$ cat src/rtl/quadarb_pkg.sv
// Shared types and constants for the quadarb4 round-robin nibble arbiter.
package quadarb_pkg;
    localparam int NUM_SRC = 4;

    typedef logic [1:0] sel_t;

    localparam sel_t LAST_RST = 2'd3;

    typedef enum logic {
        EMPTY = 1'b0,
        FULL  = 1'b1
    } state_t;
endpackage

$ cat src/rtl/quadarb4_if.sv
// Request/grant, mux select/sample and output valid/ready bundle of quadarb4.
interface quadarb4_if #(
    parameter int WIDTH = 4
);
    logic [3:0]       req;
    logic [3:0]       gnt;
    logic [1:0]       S;
    logic [WIDTH-1:0] mux_out;
    logic             out_valid;
    logic             out_ready;
    logic [WIDTH-1:0] out_data;
    logic [1:0]       out_src;

    modport master (
        input  req, mux_out, out_ready,
        output gnt, S, out_valid, out_data, out_src
    );

    modport slave (
        output req, mux_out, out_ready,
        input  gnt, S, out_valid, out_data, out_src
    );
endinterface

$ cat src/rtl/quadarb4_rr_pick4.sv
// rr_pick4: combinational round-robin search starting one past the last winner.
module rr_pick4
    import quadarb_pkg::*;
(
    input  logic [NUM_SRC-1:0] req,
    input  sel_t               last,
    output sel_t               winner,
    output logic               any
);
    sel_t idx;
    logic found;

    always_comb begin
        winner = last;
        found  = 1'b0;
        idx    = last;
        any    = |req;
        // Offset NUM_SRC wraps back to last itself, giving it lowest priority.
        for (int k = 1; k <= NUM_SRC; k++) begin
            idx = last + sel_t'(k);
            if (!found && req[idx]) begin
                winner = idx;
                found  = 1'b1;
            end
        end
    end
endmodule

$ cat src/rtl/quadarb4.sv
// quadarb4: fair 4:1 nibble funnel driving a quad mux select with a one-entry output buffer.
// Optional QUADARB_LOCK_EN adds a lock input that lets the last winner keep the grant.
module quadarb4
    import quadarb_pkg::*;
#(
    parameter int WIDTH = 4
) (
    input  logic clk,
    input  logic rst,
`ifdef QUADARB_LOCK_EN
    input  logic lock,
`endif
    quadarb4_if.master bus
);
    state_t           stateQ;
    state_t           stateNxt;
    sel_t             lastQ;
    sel_t             sHoldQ;
    sel_t             srcQ;
    sel_t             rrWinner;
    sel_t             winner;
    logic [WIDTH-1:0] dataQ;
    logic             anyReq;
    logic             accept;
    logic             grantEn;

    rr_pick4 uPick (
        .req    (bus.req),
        .last   (lastQ),
        .winner (rrWinner),
        .any    (anyReq)
    );

`ifdef QUADARB_LOCK_EN
    assign winner = (lock && bus.req[lastQ]) ? lastQ : rrWinner;
`else
    assign winner = rrWinner;
`endif

    // Drain and refill in one cycle keeps throughput at one nibble per clock.
    assign accept  = (stateQ == EMPTY) || bus.out_ready;
    assign grantEn = accept && anyReq && !rst;

    always_comb begin
        stateNxt = stateQ;
        bus.gnt  = '0;
        bus.S    = sHoldQ;
        if (grantEn) begin
            bus.gnt[winner] = 1'b1;
            bus.S           = winner;
            stateNxt        = FULL;
        end else if (accept) begin
            stateNxt = EMPTY;
        end
    end

    always_ff @(posedge clk) begin
        if (rst) begin
            stateQ <= EMPTY;
            lastQ  <= LAST_RST;
            sHoldQ <= '0;
            srcQ   <= '0;
            dataQ  <= '0;
        end else begin
            stateQ <= stateNxt;
            if (grantEn) begin
                lastQ  <= winner;
                sHoldQ <= winner;
                srcQ   <= winner;
                dataQ  <= bus.mux_out;
            end
        end
    end

    assign bus.out_valid = (stateQ == FULL);
    assign bus.out_data  = dataQ;
    assign bus.out_src   = srcQ;
endmodule

$ cat src/flat_wrapper.sv
// flat-port wrapper written by rule: the top's interface ports become plain ports
module quadarb4_flat import quadarb_pkg::*;
#(
    parameter int WIDTH = 4
)
  (clk, rst, bus_req, bus_mux_out, bus_out_ready, bus_gnt, bus_S, bus_out_valid, bus_out_data, bus_out_src);
  quadarb4_if #(.WIDTH(WIDTH)) bus_i ();
  input  logic clk;
  input  logic rst;
  input wire logic [$bits(bus_i.req)-1:0] bus_req;
  input wire logic [$bits(bus_i.mux_out)-1:0] bus_mux_out;
  input wire logic [$bits(bus_i.out_ready)-1:0] bus_out_ready;
  output wire logic [$bits(bus_i.gnt)-1:0] bus_gnt;
  output wire logic [$bits(bus_i.S)-1:0] bus_S;
  output wire logic [$bits(bus_i.out_valid)-1:0] bus_out_valid;
  output wire logic [$bits(bus_i.out_data)-1:0] bus_out_data;
  output wire logic [$bits(bus_i.out_src)-1:0] bus_out_src;
  assign bus_i.req = bus_req;
  assign bus_i.mux_out = bus_mux_out;
  assign bus_i.out_ready = bus_out_ready;
  assign bus_gnt = bus_i.gnt;
  assign bus_S = bus_i.S;
  assign bus_out_valid = bus_i.out_valid;
  assign bus_out_data = bus_i.out_data;
  assign bus_out_src = bus_i.out_src;
  quadarb4 #(.WIDTH(WIDTH)) u_core (.clk(clk), .rst(rst), .bus(bus_i));
endmodule
$ cat config.mk
export PLATFORM = sky130hd
export DESIGN_NAME = quadarb4_flat
export DESIGN_NICKNAME = d
export VERILOG_FILES = /design/src/rtl/quadarb_pkg.sv /design/src/rtl/quadarb4_if.sv /design/src/rtl/quadarb4_rr_pick4.sv /design/src/rtl/quadarb4.sv /design/src/flat_wrapper.sv
export SDC_FILE = /design/constraint.sdc
export NUM_CORES = 1
export LEC_CHECK = 0
export CAP_MARGIN = 20
export CORE_AREA = 5 5 44 46
export DETAILED_ROUTE_END_ITERATION = 10
export DIE_AREA = 0 0 49 51
export PLACE_DENSITY_LB_ADDON = 0.3
export SKIP_LAST_GASP = 1
export SLEW_MARGIN = 15
export SYNTH_ARGS = -nofsm -noshare
export SYNTH_HDL_FRONTEND = slang
export SYNTH_SLANG_ARGS = --single-unit
$ cat constraint.sdc
create_clock -name clk -period 1.5 [get_ports clk]
set_input_delay 0.3 -clock clk [delete_from_list [all_inputs] [get_ports clk]]
set_output_delay 0.3 -clock clk [all_outputs]
set_load 0.02 [all_outputs]
==> flow_metrics.tcl, run 1 <==
set metrics [dict create \
    status "finished, violations left" \
    violations "setup timing" \
    grt_max_degree 15 \
    synth_seq_area_share 0.390 \
    hold_class "reg2reg" \
    gr-usage-met2 0.257 \
    regArea_um2 226 \
    startpoint "u_core.lastQ[1]" \
    cp.required_ns 1.20 \
    setup_slack_ns -0.350 \
    async_flop_share 0 \
    synth_fp_nets 73 \
    fin_tns_setup_ns -1.86 \
    fin_crit_sh 1.23 \
    crit_type "reg2out" \
    rsz0062_at_grt "yes" \
    fin_cells 120 \
    clk_pin_slew_ns 0.06 \
    cts_max_level 1 \
    grt-ovfl-total 0 \
    drv_cap 0 \
    synth-seq-cells 11 \
    die-area_um2 2500 \
    grt_util_met3 0.0523 \
    relSlewSlack 0.793 \
    p_leak_uw 0.000483 \
    cts_hold_buf 0 \
    start_kind "flip-flop" \
    io-pin-count 24 \
    clock_sinks 11 \
    synth_top_cell_by_area "dfxtp_1" \
    num_antenna_cells 0 \
    dp_hpwl_um 1110 \
    fill_cells 118 \
    yosys-top-cells-count "dfxtp_1, nor2_1, a211oi_1" \
    wire_per_inst_um 13.6 \
    io_buffers 23 \
    grt.total_usage 0.141 \
    ys_types 23 \
    vias_per_cell 5.07 \
    ant_nets 0 \
    power.density_nw_per_um2 891 \
    drive_gt1_frac 0.500 \
    grt_pass1_vias 635 \
    drtIter0Drc 5 \
    ctsRootBufferMaster "clkbuf_4" \
    synthFlopType "dfxtp_1" \
    core_area_um2 1470 \
    yosys_warnings 0 \
    irDropWorstVdd_mv 0.617 \
    final_hold_viol_count 0 \
    ys_top_cells_by_area "dfxtp_1, nor2_1, mux2i_1" \
    initial_utilization 0.384 \
    antenna_found_initial 0 \
    die_w_um 49 \
    setup_violations 7 \
    min_period_ns 1.85 \
    cts_tree "built" \
    wl_um 1630 \
    synth_edf_count 0 \
    slew_viol_final 0 \
    rows 14 \
    multi_input_area_um2 405 \
    fin_worst_skew_ns 0.00259 \
    synth_top_area_share 0.390 \
    nets 116 \
    drc 0 \
    dpl.cell_count 111 \
    arrival_ns 1.55 \
    hold_path_startpoint "u_core.bus.out_data[1]" \
    insertion_delay_ns 0.26 \
    fmax_mhz 541 \
    syn_avg_cell_area_um2 9.10 \
    synthToLayoutAreaGrowth_pct 83.8 \
    worstMarginPinSlew_ns 0.308 \
    busiest_layer "met2" \
    syn_inst 62 \
    grt_use_met1 0.149 \
    r2r_start "u_core.lastQ[1]" \
    grt_pass1_wl_um 2820 \
    firstDrtPassIters 3 \
    endpoint_kind "primary output" \
    gp_congestion 0.869 \
    cts_buffers 3 \
    clock_path_buffers 2 \
    syn_area_um2 564 \
    dieHeight_um 51 \
    cp_max_fo 5 \
    vias 608 \
]
-- path summary, 6_finish.rpt --
check / end / slack (ns) / cells past startpoint
hold reg to reg: u_core.bus.out_data[1] / 0.49 / 2
setup reg to reg: u_core.sHoldQ[1] / 0 / 6
hold / removal: u_core.bus.out_data[1] / 0.49 / 2
setup / recovery: bus_gnt[2] / -0.35 / 5
-- logic make-up (layout without fill, tap and decap cells) --
| kind of cell | count (synthesis) | after routing | share of synthesized area |
|---|---|---|---|
| AOI/OAI and AO/OA | 12 | 12 | 0.135 |
| buffers and inverters | 3 | 45 | 0.0332 |
| DFF | 11 | 11 | 0.390 |
| muxes | 5 | 5 | 0.0909 |
| and+or+nand+nor | 31 | 31 | 0.350 |
-- registers in the layout, summed over array words and instances (netlist names) --
name                  count
u_core.bus.out_src        2
u_core.bus.out_data       4
u_core.lastQ              2
u_core.sHoldQ             2
u_core.bus.out_valid      1
-- routing by layer --
layer,up-vias,wire length [µm]
met1,280,708
li1,309,-
met4,0,12
met5,-,0
met3,2,115
met2,17,791
-- placed cells by master (no fill, tap or decap), types with 3 or more instances in the layout --
cell type	Yosys	final
mux2i_1	4	4
dlygate4sd2_1	0	9
nor2_1	11	11
clkbuf_4	0	3
buf_4	0	17
buf_6	1	5
dfxtp_1	11	8
nand2b_1	4	4
a211oi_1	5	3
clkdlybuf4s50_1	0	4
-- through the flow --
step                      area [µm²]  hold slack, ns  worst slack, ns  total power [µW]  utilization
after floorplan                  597           0.447          -0.0720               518            -
after global placement           935           0.470            -1.09               685        0.635
after detailed placement         935           0.485            -1.10               690        0.635
after CTS                       1020           0.498           -0.338               915        0.693
after global routing            1040           0.534           -0.447               981        0.705
final                           1040           0.491           -0.350               924        0.705
-- final cells by class --
class	count	share of cell area
Clock buffer	4	0.0253
Sequential cell	11	0.218
Tap cell	16	0.0193
Inverter	1	0.00362
Timing Repair Buffer	40	0.343
Multi-Input combinational cell	48	0.391
-- critical path: stages, from the launching register on --
cell and delay, ns:
dfxtp_4 0.36, buf_6 0.12, and3_4 0.15, nor4b_4 0.34
and2_4 0.21, buf_6 0.11
-- what timing repair did --
item,CTS,global route
gates resized for setup,69,5
buffers inserted,5,0
pin swaps,13,2
cloned,0,0
setup endpoints to repair,23,8
-- report_power, final --
| part | switching [µW] | internal [µW] |
|---|---|---|
| Clock | 92.5 | 103 |
| Sequential | 20.2 | 324 |
| Combinational | 182 | 203 |
| Total | 295 | 630 |
No activity file was read; power rests on OpenSTA's default activity.
==> run 2, diff against run 1 <==
Settings changed: CORE_AREA 5 5 44 46 to 5 5 43 45, DIE_AREA 0 0 49 51 to 0 0 48 50.
Clock period 1.5 ns to 2.17 ns, I/O delays scaled along.
==> run 2 against run 1 <==
Effect of this change: count of clock-buffer cells in the layout stayed put; the flow now finishes without violations; first-iteration DRC count up 140%; register-to-register slack gained 0.71 ns.
==> flow_metrics.tcl, run 2 (synthesis gave the netlist of run 1 again) <==
set metrics [dict create \
    cts_max_level 1 \
    fin_tns_setup_ns 0 \
    gp_congestion 0.772 \
    irDropWorstVdd_mv 0.380 \
    p_leak_uw 0.000430 \
    insertion_delay_ns 0.26 \
    grt_pass1_vias 632 \
    io_buffers 23 \
    fin_crit_sh 0.959 \
    antenna_found_initial 0 \
    die_w_um 48 \
    clock_path_buffers 2 \
    dp_hpwl_um 1150 \
    path_cells "clkdlybuf4s15_1, buf_4, nor3_1, a211oi_2, mux2_1, buf_6" \
    fmax_mhz 481 \
    endpoint_kind "primary output" \
    ctsRootBufferMaster "clkbuf_4" \
    worstMarginPinSlew_ns 0.314 \
    largest_register_ff_count 4 \
    relSlewSlack 0.790 \
    cp_slowest_cell "mux2_1" \
    initial_utilization 0.393 \
    die-area_um2 2400 \
    critPathBufInv 3 \
    final_common_cell "buf_4" \
    slew_viol_final 0 \
    cts_buffers 3 \
    critPathTopFamily "buffers and inverters" \
    hold_class "reg2reg" \
    ant_nets 0 \
    setup_violations 0 \
    final_cell_mix "buf_4, nor2_1, clkdlybuf4s50_1, dfxtp_1, buf_2" \
    fin_worst_skew_ns 0.00233 \
    firstDrtPassIters 4 \
    grt_max_degree 15 \
    crit_type "in2out" \
    cp.required_ns 1.74 \
    wl_um 1540 \
    num_antenna_cells 0 \
    vias 608 \
    nets 114 \
    rsz0062_at_grt "no" \
    holdWs_ns 0.501 \
    power.density_nw_per_um2 636 \
    post-route-util 0.653 \
    start_kind "input pin" \
    grt-ovfl-total 0 \
    clk_pin_slew_ns 0.06 \
    vias_per_cell 5.15 \
    rows 14 \
    cts_tree "built" \
    synthToLayoutAreaGrowth_pct 66.3 \
    dieHeight_um 50 \
    clock_sinks 11 \
    cp_max_fo 3 \
    min_period_ns 2.08 \
    core_area_um2 1440 \
    io-pin-count 24 \
    arrival_ns 1.65 \
    grt.total_usage 0.142 \
    drive_gt1_frac 0.353 \
    status "finished, final reports clean" \
    drc 0 \
    fin_cells 118 \
    max_stage_delay_ns 0.32 \
    wire_per_inst_um 13.0 \
    grt_pass1_wl_um 2550 \
    drtIter0Drc 12 \
    dpl.cell_count 112 \
    drv_cap 0 \
    final_hold_viol_count 0 \
]
==> run 2: path summary, 6_finish.rpt <==
path	start	endpoint	slack, ns	cells past startpoint
worst max-delay path	bus_req[2]	bus_S[1]	0.09	6
worst min register to register	u_core.bus.out_data[1]	u_core.bus.out_data[1]	0.50	2
worst max register to register	u_core.lastQ[1]	u_core.bus.out_src[1]	0.71	5
worst min-delay path	u_core.bus.out_data[1]	u_core.bus.out_data[1]	0.50	2
==> run 2: cell type report <==
cell class / count / area, µm²
Clock buffer: 4 / 26.3
Fill cell: 134 / 498
Inverter: 1 / 3.75
Multi-Input combinational cell: 48 / 354
Sequential cell: 11 / 220
Tap cell: 16 / 20.0
Timing Repair Buffer: 38 / 314
==> run 2: worst min-delay path, stage by stage (launching register included) <==
cell,delay (ns)
dfxtp_1,0.33
mux2i_1,0.07
nor2_1,0.07
==> run 2: power breakdown <==
group          leakage, µW  switching [µW]  internal [µW]  total, µW
clock            0.0000150            61.2           70.9        132
combinational     0.000323             110            117        227
sequential       0.0000916            14.6            223        237
==> run 2: per-layer routing <==
layer  GRT usage  wire length, µm  share of wire
met1       0.163              638           0.41
met2       0.244              800           0.52
met3      0.0364               90          0.059
met4      0.0404                9         0.0059
met5           0                0              0
==> run 2: through the flow <==
step	total power (µW)	setup WS, ns	area [µm²]
2_1_floorplan	345	0.189	564
3_3_place_gp	459	-0.705	910
3_5_place_dp	463	-0.732	910
4_1_cts	604	0.0127	953
5_1_grt	636	0.0198	938
6_report	597	0.0897	938
==> run 2: timing repair <==
item                                    in CTS  in global routing
pin swaps                                    3                  2
gates resized for setup                     45                  5
setup buffers                                2                  0
endpoints found under the setup margin       6                  6
hold buffers                                 0                  0
endpoints found under the hold margin        0                  0
